$ cat src/rtl/aoc_pkg.sv
// Shared parser definitions: FSM state type, ASCII character codes, character-class helper.
// Latency: n/a (types and constants only).
// Backpressure: n/a.
package aoc_pkg;

    typedef logic [1:0] parseState_t;

    localparam parseState_t PARSE_IDLE   = 2'd0;
    localparam parseState_t PARSE_DIGITS = 2'd1;
    localparam parseState_t PARSE_EMIT   = 2'd2;

    localparam logic [7:0] ASCII_L  = 8'h4C;
    localparam logic [7:0] ASCII_R  = 8'h52;
    localparam logic [7:0] ASCII_0  = 8'h30;
    localparam logic [7:0] ASCII_9  = 8'h39;
    localparam logic [7:0] ASCII_LF = 8'h0A;
    localparam logic [7:0] ASCII_CR = 8'h0D;
    localparam logic [7:0] ASCII_SP = 8'h20;

    function automatic logic is_digit(input logic [7:0] c);
        return (c >= ASCII_0) && (c <= ASCII_9);
    endfunction

endpackage

$ cat src/rtl/rotation_parser_if.sv
// Byte-in / rotation-out bundle for the rotation parser (slave = parser, master = driver/consumer).
// Latency: n/a (wiring only).
// Backpressure: inValid/inReady on the byte side, rotValid/rotReady on the record side.
interface rotation_parser_if #(
    parameter int WIDTH     = 16,
    parameter int CNT_WIDTH = 16
);
    logic [7:0]           inByte;
    logic                 inValid;
    logic                 inReady;
    logic                 rotDir;
    logic [WIDTH-1:0]     rotMag;
    logic                 rotValid;
    logic                 rotReady;
    logic [CNT_WIDTH-1:0] recCount;
`ifdef ROT_PARSE_ERR_EN
    logic                 parseErr;
`endif

    modport master (
        output inByte, inValid, rotReady,
        input  inReady, rotDir, rotMag, rotValid, recCount
`ifdef ROT_PARSE_ERR_EN
        , input parseErr
`endif
    );

    modport slave (
        input  inByte, inValid, rotReady,
        output inReady, rotDir, rotMag, rotValid, recCount
`ifdef ROT_PARSE_ERR_EN
        , output parseErr
`endif
    );
endinterface

$ cat src/rtl/dec_accum.sv
// Decimal accumulator: clear, acc = acc*10 + digit, saturating at all-ones; tracks "any digit seen".
// Latency: one cycle from clr/dig_vld to updated acc/has_digit.
// Backpressure: none; caller qualifies dig_vld with its own handshake.
module dec_accum #(
    parameter int WIDTH = 16
) (
    input  logic             clock,
    input  logic             reset,
    input  logic             clr,
    input  logic             dig_vld,
    input  logic [3:0]       digit,
    output logic [WIDTH-1:0] acc,
    output logic             has_digit
);
    logic [WIDTH+3:0] acc_ext;
    logic [WIDTH+3:0] acc_next;

    // acc*10 as two shifts in WIDTH+4 bits, which cannot wrap even at acc = all-ones plus digit 9
    always_comb begin
        acc_ext  = {4'b0000, acc};
        acc_next = (acc_ext << 3) + (acc_ext << 1) + {{WIDTH{1'b0}}, digit};
    end

    // Once saturated, every further digit also overflows, so the value holds at all-ones
    always_ff @(posedge clock) begin
        if (reset) begin
            acc       <= '0;
            has_digit <= 1'b0;
        end else if (clr) begin
            acc       <= '0;
            has_digit <= 1'b0;
        end else if (dig_vld) begin
            has_digit <= 1'b1;
            if (|acc_next[WIDTH+3:WIDTH])
                acc <= '1;
            else
                acc <= acc_next[WIDTH-1:0];
        end
    end
endmodule

$ cat src/rtl/rotation_parser.sv
// Parses ASCII "L<digits>\n" / "R<digits>\n" records into (rotDir, rotMag); ROT_PARSE_ERR_EN adds sticky parseErr.
// Latency: rotValid rises the cycle after the terminating LF is accepted; recCount bumps on record transfer.
// Backpressure: inReady is low while a record is held for rotReady; rotDir/rotMag stay stable until transfer.
module rotation_parser
    import aoc_pkg::*;
#(
    parameter int WIDTH     = 16,
    parameter int CNT_WIDTH = 16
) (
    input  logic             clock,
    input  logic             reset,
    rotation_parser_if.slave bus
);
    parseState_t          state;
    parseState_t          state_nxt;
    logic                 in_rdy;
    logic                 byte_acc;
    logic                 rec_xfer;
    logic                 is_dig;
    logic                 is_lr;
    logic                 acc_clr;
    logic                 dig_vld;
    logic                 dir_ld;
    logic                 dir_q;
    logic                 has_digit;
    logic [WIDTH-1:0]     acc;
    logic [CNT_WIDTH-1:0] rec_count;
`ifdef ROT_PARSE_ERR_EN
    logic                 err_set;
    logic                 parse_err;
`endif

    assign in_rdy   = (state != PARSE_EMIT);
    assign byte_acc = bus.inValid && in_rdy;
    assign rec_xfer = (state == PARSE_EMIT) && bus.rotReady;
    assign is_dig   = is_digit(bus.inByte);
    assign is_lr    = (bus.inByte == ASCII_L) || (bus.inByte == ASCII_R);

    // Next-state and datapath controls from the current state and the accepted byte
    always_comb begin
        state_nxt = state;
        acc_clr   = 1'b0;
        dig_vld   = 1'b0;
        dir_ld    = 1'b0;
`ifdef ROT_PARSE_ERR_EN
        err_set   = 1'b0;
`endif
        case (state)
            PARSE_IDLE: begin
                if (byte_acc) begin
                    if (is_lr) begin
                        dir_ld    = 1'b1;
                        acc_clr   = 1'b1;
                        state_nxt = PARSE_DIGITS;
                    end
`ifdef ROT_PARSE_ERR_EN
                    else if ((bus.inByte != ASCII_LF) && (bus.inByte != ASCII_CR) &&
                             (bus.inByte != ASCII_SP)) begin
                        err_set = 1'b1;
                    end
`endif
                end
            end
            PARSE_DIGITS: begin
                if (byte_acc) begin
                    if (is_dig) begin
                        dig_vld = 1'b1;
                    end else if (bus.inByte == ASCII_LF) begin
                        // A bare direction letter with no digits is dropped silently
                        state_nxt = has_digit ? PARSE_EMIT : PARSE_IDLE;
                    end
`ifdef ROT_PARSE_ERR_EN
                    else if (bus.inByte != ASCII_CR) begin
                        err_set   = 1'b1;
                        state_nxt = PARSE_IDLE;
                    end
`endif
                end
            end
            PARSE_EMIT: begin
                if (rec_xfer)
                    state_nxt = PARSE_IDLE;
            end
            default: state_nxt = PARSE_IDLE;
        endcase
    end

    // FSM state register; reset wins over any same-cycle transfer
    always_ff @(posedge clock) begin
        if (reset)
            state <= PARSE_IDLE;
        else
            state <= state_nxt;
    end

    // Direction latched on the record's leading letter, held through EMIT
    always_ff @(posedge clock) begin
        if (reset)
            dir_q <= 1'b0;
        else if (dir_ld)
            dir_q <= (bus.inByte == ASCII_R);
    end

    // Saturating count of records handed downstream
    always_ff @(posedge clock) begin
        if (reset)
            rec_count <= '0;
        else if (rec_xfer && (rec_count != {CNT_WIDTH{1'b1}}))
            rec_count <= rec_count + 1'b1;
    end

`ifdef ROT_PARSE_ERR_EN
    // Sticky malformed-input flag, cleared only by reset
    always_ff @(posedge clock) begin
        if (reset)
            parse_err <= 1'b0;
        else if (err_set)
            parse_err <= 1'b1;
    end

    assign bus.parseErr = parse_err;
`endif

    dec_accum #(.WIDTH(WIDTH)) u_dec_accum (
        .clock     (clock),
        .reset     (reset),
        .clr       (acc_clr),
        .dig_vld   (dig_vld),
        .digit     (bus.inByte[3:0]),
        .acc       (acc),
        .has_digit (has_digit)
    );

    // rotMag is the accumulator register itself so the modulo stage sees it with no extra pipeline
    assign bus.inReady  = in_rdy;
    assign bus.rotValid = (state == PARSE_EMIT);
    assign bus.rotDir   = dir_q;
    assign bus.rotMag   = acc;
    assign bus.recCount = rec_count;
endmodule

$ cat src/flat_wrapper.sv
// flat-port wrapper written by rule: the top's interface ports become plain ports
module rotation_parser_flat import aoc_pkg::*;
#(
    parameter int WIDTH     = 16,
    parameter int CNT_WIDTH = 16
)
  (clock, reset, bus_inByte, bus_inValid, bus_rotReady, bus_inReady, bus_rotDir, bus_rotMag, bus_rotValid, bus_recCount);
  rotation_parser_if #(.WIDTH(WIDTH), .CNT_WIDTH(CNT_WIDTH)) bus_i ();
  input  logic clock;
  input  logic reset;
  input wire logic [$bits(bus_i.inByte)-1:0] bus_inByte;
  input wire logic [$bits(bus_i.inValid)-1:0] bus_inValid;
  input wire logic [$bits(bus_i.rotReady)-1:0] bus_rotReady;
  output wire logic [$bits(bus_i.inReady)-1:0] bus_inReady;
  output wire logic [$bits(bus_i.rotDir)-1:0] bus_rotDir;
  output wire logic [$bits(bus_i.rotMag)-1:0] bus_rotMag;
  output wire logic [$bits(bus_i.rotValid)-1:0] bus_rotValid;
  output wire logic [$bits(bus_i.recCount)-1:0] bus_recCount;
  assign bus_i.inByte = bus_inByte;
  assign bus_i.inValid = bus_inValid;
  assign bus_i.rotReady = bus_rotReady;
  assign bus_inReady = bus_i.inReady;
  assign bus_rotDir = bus_i.rotDir;
  assign bus_rotMag = bus_i.rotMag;
  assign bus_rotValid = bus_i.rotValid;
  assign bus_recCount = bus_i.recCount;
  rotation_parser #(.WIDTH(WIDTH), .CNT_WIDTH(CNT_WIDTH)) u_core (.clock(clock), .reset(reset), .bus(bus_i));
endmodule
$ cat config.mk
export PLATFORM = sky130hd
export DESIGN_NAME = rotation_parser_flat
export DESIGN_NICKNAME = d
export VERILOG_FILES = /design/src/rtl/aoc_pkg.sv /design/src/rtl/rotation_parser_if.sv /design/src/rtl/dec_accum.sv /design/src/rtl/rotation_parser.sv /design/src/flat_wrapper.sv
export SDC_FILE = /design/constraint.sdc
export NUM_CORES = 1
export LEC_CHECK = 0
export CAP_MARGIN = 20
export CORE_MARGIN = 2
export CORE_UTILIZATION = 53
export DETAILED_ROUTE_END_ITERATION = 8
export GPL_ROUTABILITY_DRIVEN = 0
export PLACE_DENSITY = 0.89
export SETUP_SLACK_MARGIN = 0.4
export SYNTH_ARGS = -nofsm -noshare
export SYNTH_HDL_FRONTEND = slang
export SYNTH_SLANG_ARGS = --single-unit
$ cat constraint.sdc
create_clock -name clock -period 3.9 [get_ports clock]
set_input_delay 0.78 -clock clock [delete_from_list [all_inputs] [get_ports clock]]
set_output_delay 0.78 -clock clock [all_outputs]
set_load 0.02 [all_outputs]
==> summary.txt, run 1 <==
Detailed routing
  • Drt pass-1 iters: 4
  • Antenna Violating Nets Remaining: 0
  • Via count: roughly 2500
  • Iteration-0 DRC Markers: 172
  • DRC viols: 0
  • Final wirelength: ~6400 µm
  • Vias/cell: about 6
  • Wire per inst: 15.7 µm

STA
  • Final Slew Violations: 0
  • Slew Limit Headroom: ~54%
  • Final hold vios: 0
  • Tmin final: roughly 3400 ps
  • RSZ-0062 raised after global routing: false
  • Setup violations, final: 0
  • Crit share post-route: between 80% and 90%
  • Hold_ws: roughly 470 ps
  • Worst Tran Pin Value: approximately 700 ps
  • Max Clk Rate: 293 MHz
  • Clock Skews: 10.0 ps

Yosys
  • Top cell type's share of synthesized area: 27.4%
  • Post-synthesis sequential area ratio: about 27%
  • Synthesis-stage register bit count: 36
  • Commonest cells in the netlist: dfxtp_1 (36), ha_1 (32), nor2_1 (28)
  • Ys flop type: dfxtp_1
  • Post-Synthesis Cells: 286
  • Most frequent cell after synthesis: dfxtp_1
  • Post-Synthesis Cell Area: between 2000 and 3000 µm²
  • Synth Net Count: approximately 330
  • Synth area leader: dfxtp_1
  • Post-synth EDFFs: 0
  • Top post-synthesis cells by area: dfxtp_1 (27%), ha_1 (15%), xnor2_1 (5.3%), o221a_1 (4.3%), nor2_1 (4.0%)
  • Post-synth ARST share: 0%
  • Syn Area/Cell: ~9 µm²
  • Yosys warns: 0
  • Yosys cell types: 47

Worst setup path
  • Reg2Reg Depth: 11
  • Crit path buf inv count: 3
  • Crit-path max FO: 6
  • Max stage delay cell, worst path: fa_2
  • Delay of the slowest critical-path stage: between 300 and 400 ps
  • CP Class: primary input to flip-flop
  • Crit path DAT: about 3600 ps
  • Crit end category: flip-flop
  • Cell family with most CP delay: compound AO/OA/AOI/OAI gates
  • Worst-path cell chain: dlygate4sd2_1, ha_4, ha_4, inv_1, fa_2, nand2b_4, a21o_1, a211o_1, a31oi_4, mux2i_1, nand3_2, buf_6, o221a_2
  • Cell mode on critical path: ha_4
  • Critical Path Start Type: primary input
  • Stages on the worst setup path: 13
  • Required time at the worst-slack endpoint: 4080 ps

Flow run
  • Maxcap violations: 0

Worst hold path
  • Hold WC Path Type: flip-flop to flip-flop
  • Cells on Worst Hold Path: 2

Cells and area
  • Fraction of layout cells with a size suffix above 1: between 10% and 20%
  • # nets final: between 300 and 400
  • Area growth, synth to finish: 28.0%
  • Final core occ: a little under three quarters
  • Antenna cells: 0

Global route
  • Total Routing Usage GR: around 24%
  • Vias in the first global route: approximately 2200
  • First-pass GRT wire length: 10500 µm
  • Antenna violations before repair: 0
  • Largest net degree at the start of global routing: 21
  • Gr ovfl total: 0

CTS
  • Clock-pin slew on the worst setup and hold paths: roughly 80 ps
  • Root Driver: clkbuf_8
  • CTS H-tree lvls: 2
  • Clk buf depth: 2
  • Clock latency on the worst-skew pair: just under 300 ps
  • Clock sinks: 36
  • CTS tree: done
  • CTS buffer count: 5

Pwr
  • Combinational Power Share: between 5 and 6%
  • Power Density: roughly 200 nW/µm²
  • Net Sw Frac: between 20 and 25%
  • Seq pwr share: between 50 and 60%
  • P_leak: approximately 1.4 nW
  • Clock network power share: approximately two fifths
  • Worst vdd ir: about 160 µV
  • Internal power: ~0.51 mW
  • Switching Power: between 0.15 and 0.2 mW

Die
  • Starting Density: a little under three fifths
  • Core ar.: 4750 µm²
  • Die Ht: 74.5 µm
  • Top-Level Pins: 47
  • FP Rows: 25
  • Die area: approximately 5600 µm²
  • Chip Width: about 75 µm

Placement
  • I/O Buffers: between 40 and 50
  • Post-DP HPWL: roughly 4600 µm

Status
  • Outcome: complete, no violations
## placed cells by master (no fill, tap or decap), types with 2 or more instances in the layout
master	count
buf_4	10
a211oi_1	2
o21a_1	4
nor4bb_1	3
o221a_2	6
o21ai_0	11
a21o_1	5
a21oi_1	16
nand2_1	9
xor2_1	7
xnor2_1	16
nor2_1	28
nor3_1	2
and4_1	4
o211ai_1	6
o31ai_1	2
inv_1	10
ha_4	2
ha_1	29
dfxtp_1	36
nor2b_1	5
clkbuf_8	5
clkdlybuf4s50_1	43
o221a_1	10
o22ai_1	3
nand4_1	6
dlygate4sd2_1	2
or3_1	4
and3b_1	2
buf_6	3
or4_1	2
and3_1	4
a21oi_4	2
mux2i_1	3
nand3_1	10
clkinv_2	2
nand2b_1	8
## logic make-up after synthesis
kind of cell    after synthesis  synth area share (%)
compound gates               76                  23.6
xor+xnor                     23                  7.64
fa+ha+maj                    34                  16.7
buf+inv                      21                  3.70
flops                        36                  27.4
mux                           3                  1.14
simple gates                 93                  19.8
## worst paths after layout
path,start,endpoint,slack [ps]
worst min-delay path,u_core.bus.rotDir,u_core.bus.rotDir,470
worst min register to register,u_core.bus.rotDir,u_core.bus.rotDir,470
worst max register to register,u_core.u_dec_accum.acc[0],u_core.u_dec_accum.acc[7],750
worst max-delay path,bus_inByte[2],u_core.u_dec_accum.acc[7],480
## sequential cells by signal, summed over array words and instances (netlist names)
signal,count
u_core.bus.recCount,16
u_core.u_dec_accum.acc,16
u_core.state,2
u_core.bus.rotDir,1
u_core.u_dec_accum.has_digit,1
## power groups by stage
stage	combinational, mW	sequential (mW)	clock (mW)
4_1_cts	0.0317	0.367	0.263
3_5_place_dp	0.0311	0.376	0
2_1_floorplan	0.0119	0.376	0
5_1_grt	0.0368	0.367	0.280
6_report	0.0341	0.367	0.261
3_3_place_gp	0.0299	0.376	0
## repair_timing
action | 4_1_cts | 5_1_grt
pin swaps | 7 | 4
resized for setup | 15 | 2
hold buffers | 0 | 0
setup endpoints to repair | 16 | 16
gates cloned | 1 | 0
buffers inserted | 1 | 1
## final cells by class
cell class | count | area, µm²
multi-input combinational | 229 | 1880
fill | 346 | 1380
sequential | 36 | 721
timing repair buffer | 59 | 567
tap | 67 | 83.8
clock buffer | 5 | 68.8
inverter | 10 | 37.5
clock inverter | 3 | 18.8
## tightest hold or removal path, stage by stage, from the launching register on
cell and delay (ps):
dfxtp_1 320, nand2_1 50, a21oi_1 50
## metal layers
layer	global-route usage (%)	share of wire (%)
met1	33.6	46
met2	38.7	47
met3	3.66	5.7
met4	6.94	1.6
met5	0	0
## through the flow
step                      instance area [µm²]  power (mW)  TNS, ps  setup slack [ps]  cells
after CTS                                3340       0.663        0               415    407
final                                    3370       0.663        0               481    409
after global placement                   3190       0.406     -627             -63.0    397
after global routing                     3370       0.685        0               399    409
after floorplan                          2640       0.388        0               431    286
after detailed placement                 3190       0.407    -3190              -217    397
No activity file was read; power rests on OpenSTA's default activity.
==> run 2: changes to the inputs <==
--- a/config.mk
+++ b/config.mk
@@ -6,11 +6,14 @@
 export NUM_CORES = 1
 export LEC_CHECK = 0
 export CAP_MARGIN = 20
+export CELL_PAD_IN_SITES_DETAIL_PLACEMENT = 2
+export CELL_PAD_IN_SITES_GLOBAL_PLACEMENT = 2
 export CORE_MARGIN = 2
-export CORE_UTILIZATION = 53
+export CORE_UTILIZATION = 32
+export CTS_CLUSTER_DIAMETER = 30
 export DETAILED_ROUTE_END_ITERATION = 8
 export GPL_ROUTABILITY_DRIVEN = 0
-export PLACE_DENSITY = 0.89
+export PLACE_DENSITY = 0.88
 export SETUP_SLACK_MARGIN = 0.4
 export SYNTH_ARGS = -nofsm -noshare
 export SYNTH_HDL_FRONTEND = slang
==> summary.txt, run 2 (same netlist as run 1, synthesis figures left out) <==
Status
  • Outcome: complete, no violations

Cells and area
  • Fin cells: about 450
  • Antenna cells: 0
  • Area growth, synth to finish: 30.1%
  • Final core occ: between 40% and 50%
  • # nets final: slightly below 400
  • Fraction of layout cells with a size suffix above 1: between 10 and 15%
  • Design area: about 3400 µm²
  • Commonest non-fill, non-tap cell in the layout: clkdlybuf4s50_1
  • Commonest cells after routing, fill and taps aside: clkdlybuf4s50_1 (43), dfxtp_1 (36), ha_1 (31), nor2_1 (28)

Detailed routing
  • DRC viols: 0
  • Antenna Violating Nets Remaining: 0
  • Final wirelength: around 9100 µm
  • Iteration-0 DRC Markers: 95
  • Drt pass-1 iters: 6
  • Via count: 2532
  • Wire per inst: around 20 µm
  • Vias/cell: around 5.6

CTS
  • Cts hold-fix bufs: 0
  • Clock sinks: 36
  • CTS H-tree lvls: 2
  • Root Driver: clkbuf_8
  • Clk buf depth: 2
  • CTS buffer count: 5
  • CTS tree: done
  • Clock-pin slew on the worst setup and hold paths: roughly 80 ps
  • Clock latency on the worst-skew pair: just under 300 ps

Worst hold path
  • Hold path start: u_core.bus.rotDir
  • Cells on Worst Hold Path: 2
  • WHS Endpoint: u_core.bus.rotDir
  • Hold WC Path Type: flip-flop to flip-flop

Worst setup path
  • Crit end category: flip-flop
  • Register-to-register setup slack: around 700 ps
  • R2R Path End: u_core.u_dec_accum.acc[15]
  • Crit-path max FO: 8
  • Max stage delay cell, worst path: fa_2
  • Critical Path Start Type: primary input
  • Worst-path cell chain: dlygate4sd2_1, ha_1, ha_2, inv_1, fa_2, nand2b_4, a21o_1, a211o_1, a31oi_4, mux2i_1, nand3_2, buf_6, o221a_2
  • Crit path DAT: between 3000 and 4000 ps
  • CP Class: primary input to flip-flop
  • Reg2Reg Depth: 11
  • Crit path buf inv count: 3
  • Stages on the worst setup path: 13
  • Required time at the worst-slack endpoint: roughly 4100 ps
  • Delay of the slowest critical-path stage: about 340 ps
  • FF-to-FF Start: u_core.u_dec_accum.acc[2]
  • Cell family with most CP delay: compound AO/OA/AOI/OAI gates

Die
  • FP Rows: 33
  • Top-Level Pins: 47
  • Die Ht: around 95 µm
  • Chip Width: between 90 and 100 µm
  • Die area: roughly 9000 µm²
  • Starting Density: between 30% and 40%
  • Core ar.: between 8000 and 9000 µm²

Pwr
  • Worst vdd ir: roughly 170 µV
  • Switching Power: 0.154 mW
  • Clock network power share: between 40% and 50%
  • Internal power: about 0.57 mW
  • Seq pwr share: between 50% and 60%
  • Combinational Power Share: between 4 and 5%
  • Net Sw Frac: between 20% and 30%
  • Power Density: between 200 and 250 nW/µm²
  • P_leak: between 1 and 1.5 nW
  • Pwr Total: about 0.73 mW

Global route
  • Gr ovfl total: 0
  • First-pass GRT wire length: 14800 µm
  • Largest net degree at the start of global routing: 21
  • Antenna violations before repair: 0
  • Total Routing Usage GR: a little over a fifth
  • Vias in the first global route: ~2700

STA
  • Clock Skews: about 14 ps
  • Slew Limit Headroom: ~69%
  • Crit share post-route: 86.1%
  • Final hold vios: 0
  • Worst Tran Pin Value: between 400 and 500 ps
  • Setup ws final: between 500 and 600 ps
  • Setup violations, final: 0
  • RSZ-0062 raised after global routing: false
  • Final Slew Violations: 0
  • Max Clk Rate: slightly below 300 MHz
  • Tmin final: about 3400 ps

Placement
  • Placed cells: roughly 440
  • Pre-CTS WS: -225 ps
  • I/O Buffers: 46
  • Post-DP HPWL: between 6000 and 7000 µm
  • Post-place instance area: roughly 3200 µm²

Flow run
  • Maxcap violations: 0
## run 2: power by group through the flow
| stage | clock (mW) | combinational [mW] | sequential (mW) |
|---|---|---|---|
| after detailed placement | 0 | 0.0335 | 0.376 |
| after global placement | 0 | 0.0315 | 0.376 |
| after CTS | 0.332 | 0.0333 | 0.367 |
| after floorplan | 0 | 0.0119 | 0.376 |
| after global routing | 0.347 | 0.0377 | 0.367 |
| final | 0.326 | 0.0347 | 0.367 |
## run 2: cell type report
cell class              instances  area, µm²
clock buffers                   6       72.6
clock inverters                 2       35.0
fillers                       911       4670
inverters                      10       37.5
multi-input cells             229       1860
flip-flops and latches         36        721
well taps                     105        131
repair buffers                 61        573
## run 2: what timing repair did
action / 4_1_cts / 5_1_grt
endpoints found under the setup margin: 16 / 16
pin swaps: 5 / 6
gates resized for setup: 9 / 6
buffers inserted: 1 / 2
endpoints found under the hold margin: 0 / 0
## run 2: worst max path at each step
stage,slack [ps],from,to
final,540,bus_inByte[2],u_core.u_dec_accum.acc[15]
after global routing,450,bus_inByte[2],u_core.u_dec_accum.acc[15]
after CTS,400,bus_inByte[3],u_core.u_dec_accum.acc[15]
after detailed placement,-230,bus_inByte[3],u_core.u_dec_accum.acc[1]
after global placement,-80,bus_inByte[3],u_core.u_dec_accum.acc[8]
after floorplan,430,bus_inByte[3],u_core.u_dec_accum.acc[0]
## run 2: worst register-to-register path, cell delays in order, from the launching register on
cell and delay, ps:
dfxtp_1 450, fa_1 500, buf_4 160, ha_1 310
a211oi_1 300, o21ai_0 220, a31oi_2 250, buf_4 180
o211ai_1 110, a21oi_1 240, xnor2_1 100, o221a_2 240
## run 2: per-stage QoR
| step | hold slack [ps] | TNS [ps] |
|---|---|---|
| floorplan | 441 | 0 |
| global placement | 448 | -928 |
| detailed placement | 461 | -3140 |
| CTS | 487 | 0 |
| global route | 520 | 0 |
| finish | 509 | 0 |
## run 2: layer usage
layer / global-route usage [%] / vias to the layer above / routed length (µm)
li1: - / 1192 / -
met1: 26.3 / 1266 / 4000
met2: 38.1 / 61 / 4710
met3: 2.87 / 13 / 286
met4: 4.71 / 0 / 136
met5: 0 / - / 0
==> RTL edit, RTL diff (settings of run 2) <==
`CNT_WIDTH` is set to 16 in 3 places; all go to 12.
--- a/src/rtl/rotation_parser_if.sv
+++ b/src/rtl/rotation_parser_if.sv
@@ -5,3 +5,3 @@
     parameter int WIDTH     = 16,
-    parameter int CNT_WIDTH = 16
+    parameter int CNT_WIDTH = 12
 );
--- a/src/rtl/rotation_parser.sv
+++ b/src/rtl/rotation_parser.sv
@@ -7,3 +7,3 @@
     parameter int WIDTH     = 16,
-    parameter int CNT_WIDTH = 16
+    parameter int CNT_WIDTH = 12
 ) (
--- a/src/flat_wrapper.sv
+++ b/src/flat_wrapper.sv
@@ -4,3 +4,3 @@
     parameter int WIDTH     = 16,
-    parameter int CNT_WIDTH = 16
+    parameter int CNT_WIDTH = 12
 )
Interface: changed (resized bus_recCount); port bits go from 47 to 43. The function was not compared with the original's and may differ.
==> RTL edit against run 2 <==
Routed wire length rose by 1.0%. Highest routed layer unchanged. Total power fell by 6.3%. Worst setup slack got worse by 0.065 ns. Maximum frequency fell by 1.9%. Area after synthesis fell by 4.7%. Combinational power fell by 13%. Cell area fell by 5.0%. Synthesized cell count fell by 1.4%. Sequential cell count fell by 4.
==> RTL edit: results (changes against run 2) <==
| Metric | Value |
|---|---|
| Hold wc startpoint | u_core.u_dec_accum.has_digit |
| CP Launch Point | bus_inByte[3] |
| CP peak stage delay | 0.59 ns (+0.25 ns) |
| Clock slew seen by the registers of the worst setup and hold paths | 0.08 ns (about the same) |
| Pin count of the biggest net entering global routing | 18 (-14%) |
| Internal power | 0.531 mW (-7.5%) |
| Synth Area in Adders | 17.5% (+0.82 points) |
| Post-synth ARST share | 0% (unchanged) |
| Sequential share of the synthesized area | 25.5% (-1.9 points) |
| Clock Skew | 0.00517 ns (-0.00894 ns) |
| Worst-Margin Slew | 0.701 ns (+0.238 ns) |
| Post-synthesis xor/xnor area fraction | 7.32% (-0.32 points) |
| NumNets Final | 378 (-2.8%) |
| Routed met3 length | 255 microns (-11%) |
| Leak Pwr | 1.34 nW (-4.2%) |
| Vias | 2,423 (-4.3%) |
| TritonRoute pass-1 iters | 4 (-2) |
| Layout cell share with drive strength beyond 1 | 12.6% (-0.18 points) |
| Metal-1 WL | 3.87 mm (-3.1%) |
| Total GRT Usage | 22.5% (+1.5 points) |
| Largest Register | u_core.u_dec_accum.acc |
| Slowest cell on crit path | fa_1 |
| Fill cells | 843 (-7.5%) |
| M2 GR Usage | 41.6% (+3.5 points) |
| Post-synthesis mux area share | 0.797% (-0.34 points) |
| VDD IR max | 0.133 mV (-21%) |
| Compound-gate portion of the synthesized area | 26.7% (+3.1 points) |
| First-pass GRT wire length | 15.1 mm (+2.1%) |
| Cell variety after synth | 54 (+15%) |
| CP max FO | 6 (-2) |
| Status | finished clean |
| Worst endpoint data arrival time | 3.57 ns (+0.05 ns) |
| WL met2 | 4.81 mm (+2.0%) |
| Vias in the first global route | 2,766 (+0.88%) |
| Root buffer cell | clkbuf_8 |
| Ranking of synthesized cells by area | dfxtp_1 (25%), ha_1 (16%), a21oi_4 (7.1%) |
| Detail Placement HPWL | 6.43 mm (-6.3%) |
| Synth Flop Type | dfxtp_1 |
| Drt wl/cell | 21.2 microns (+4.3%) |
| Met1 Use GR | 26.2% (-0.12 points) |
| Syn_nets | 328 (-1.2%) |
| Synth top cells by count | dfxtp_1 (32), ha_1 (32), o21ai_0 (25) |
| Top delay family on crit path | adder cells |
| GR Util met3 | 1.55% (-1.3 points) |
| IO buf count | 42 (-8.7%) |
| Initial DRC Count | 94 (-1.1%) |
[RTL edit: final cells by class]
class	count	area, sq um	area share (%)
sequential	32	641	19.7
timing repair buffer	49	505	15.5
tap	102	128	3.92
clock inverter	2	35.0	1.08
multi-input combinational	230	1820	55.9
clock buffer	6	72.6	2.23
inverter	14	52.6	1.61
[RTL edit: cell families after synthesis]
kind of cell    Yosys count
simple gates             82
compound gates           91
xor+xnor                 21
fa+ha+maj                34
flops                    32
mux                       2
buf+inv                  20
[RTL edit: power by group through the flow]
| stage | Clock [mW] | Sequential (mW) | Combinational (mW) |
|---|---|---|---|
| floorplan | 0 | 0.334 | 0.0114 |
| global placement | 0 | 0.334 | 0.0289 |
| detailed placement | 0 | 0.334 | 0.0302 |
| CTS | 0.332 | 0.327 | 0.0296 |
| global route | 0.344 | 0.327 | 0.0332 |
| finish | 0.326 | 0.327 | 0.0302 |
[RTL edit: repair_timing]
action,CTS,global route
resized for setup,8,9
setup endpoints to repair,16,16
setup buffers,1,0
hold buffers,0,0
pin swaps,3,6
gates cloned,1,0
[RTL edit: worst paths after layout]
check,to,slack [ns],depth (start not counted)
max reg2reg,u_core.u_dec_accum.acc[9],0.90,11
min reg2reg,u_core.u_dec_accum.has_digit,0.49,1
min,u_core.u_dec_accum.has_digit,0.49,1
max,u_core.u_dec_accum.acc[9],0.48,12
[RTL edit: metrics by stage]
step	worst slack (ns)	utilization [%]	std cells	instance area (sq um)	total power, mW
4_1_cts	0.432	42.1	435	3220	0.688
2_1_floorplan	0.644	-	282	2510	0.346
3_3_place_gp	0.0907	40.0	425	3060	0.363
6_report	0.477	42.6	435	3250	0.683
5_1_grt	0.370	42.6	435	3250	0.704
3_5_place_dp	-0.0615	40.0	425	3060	0.364
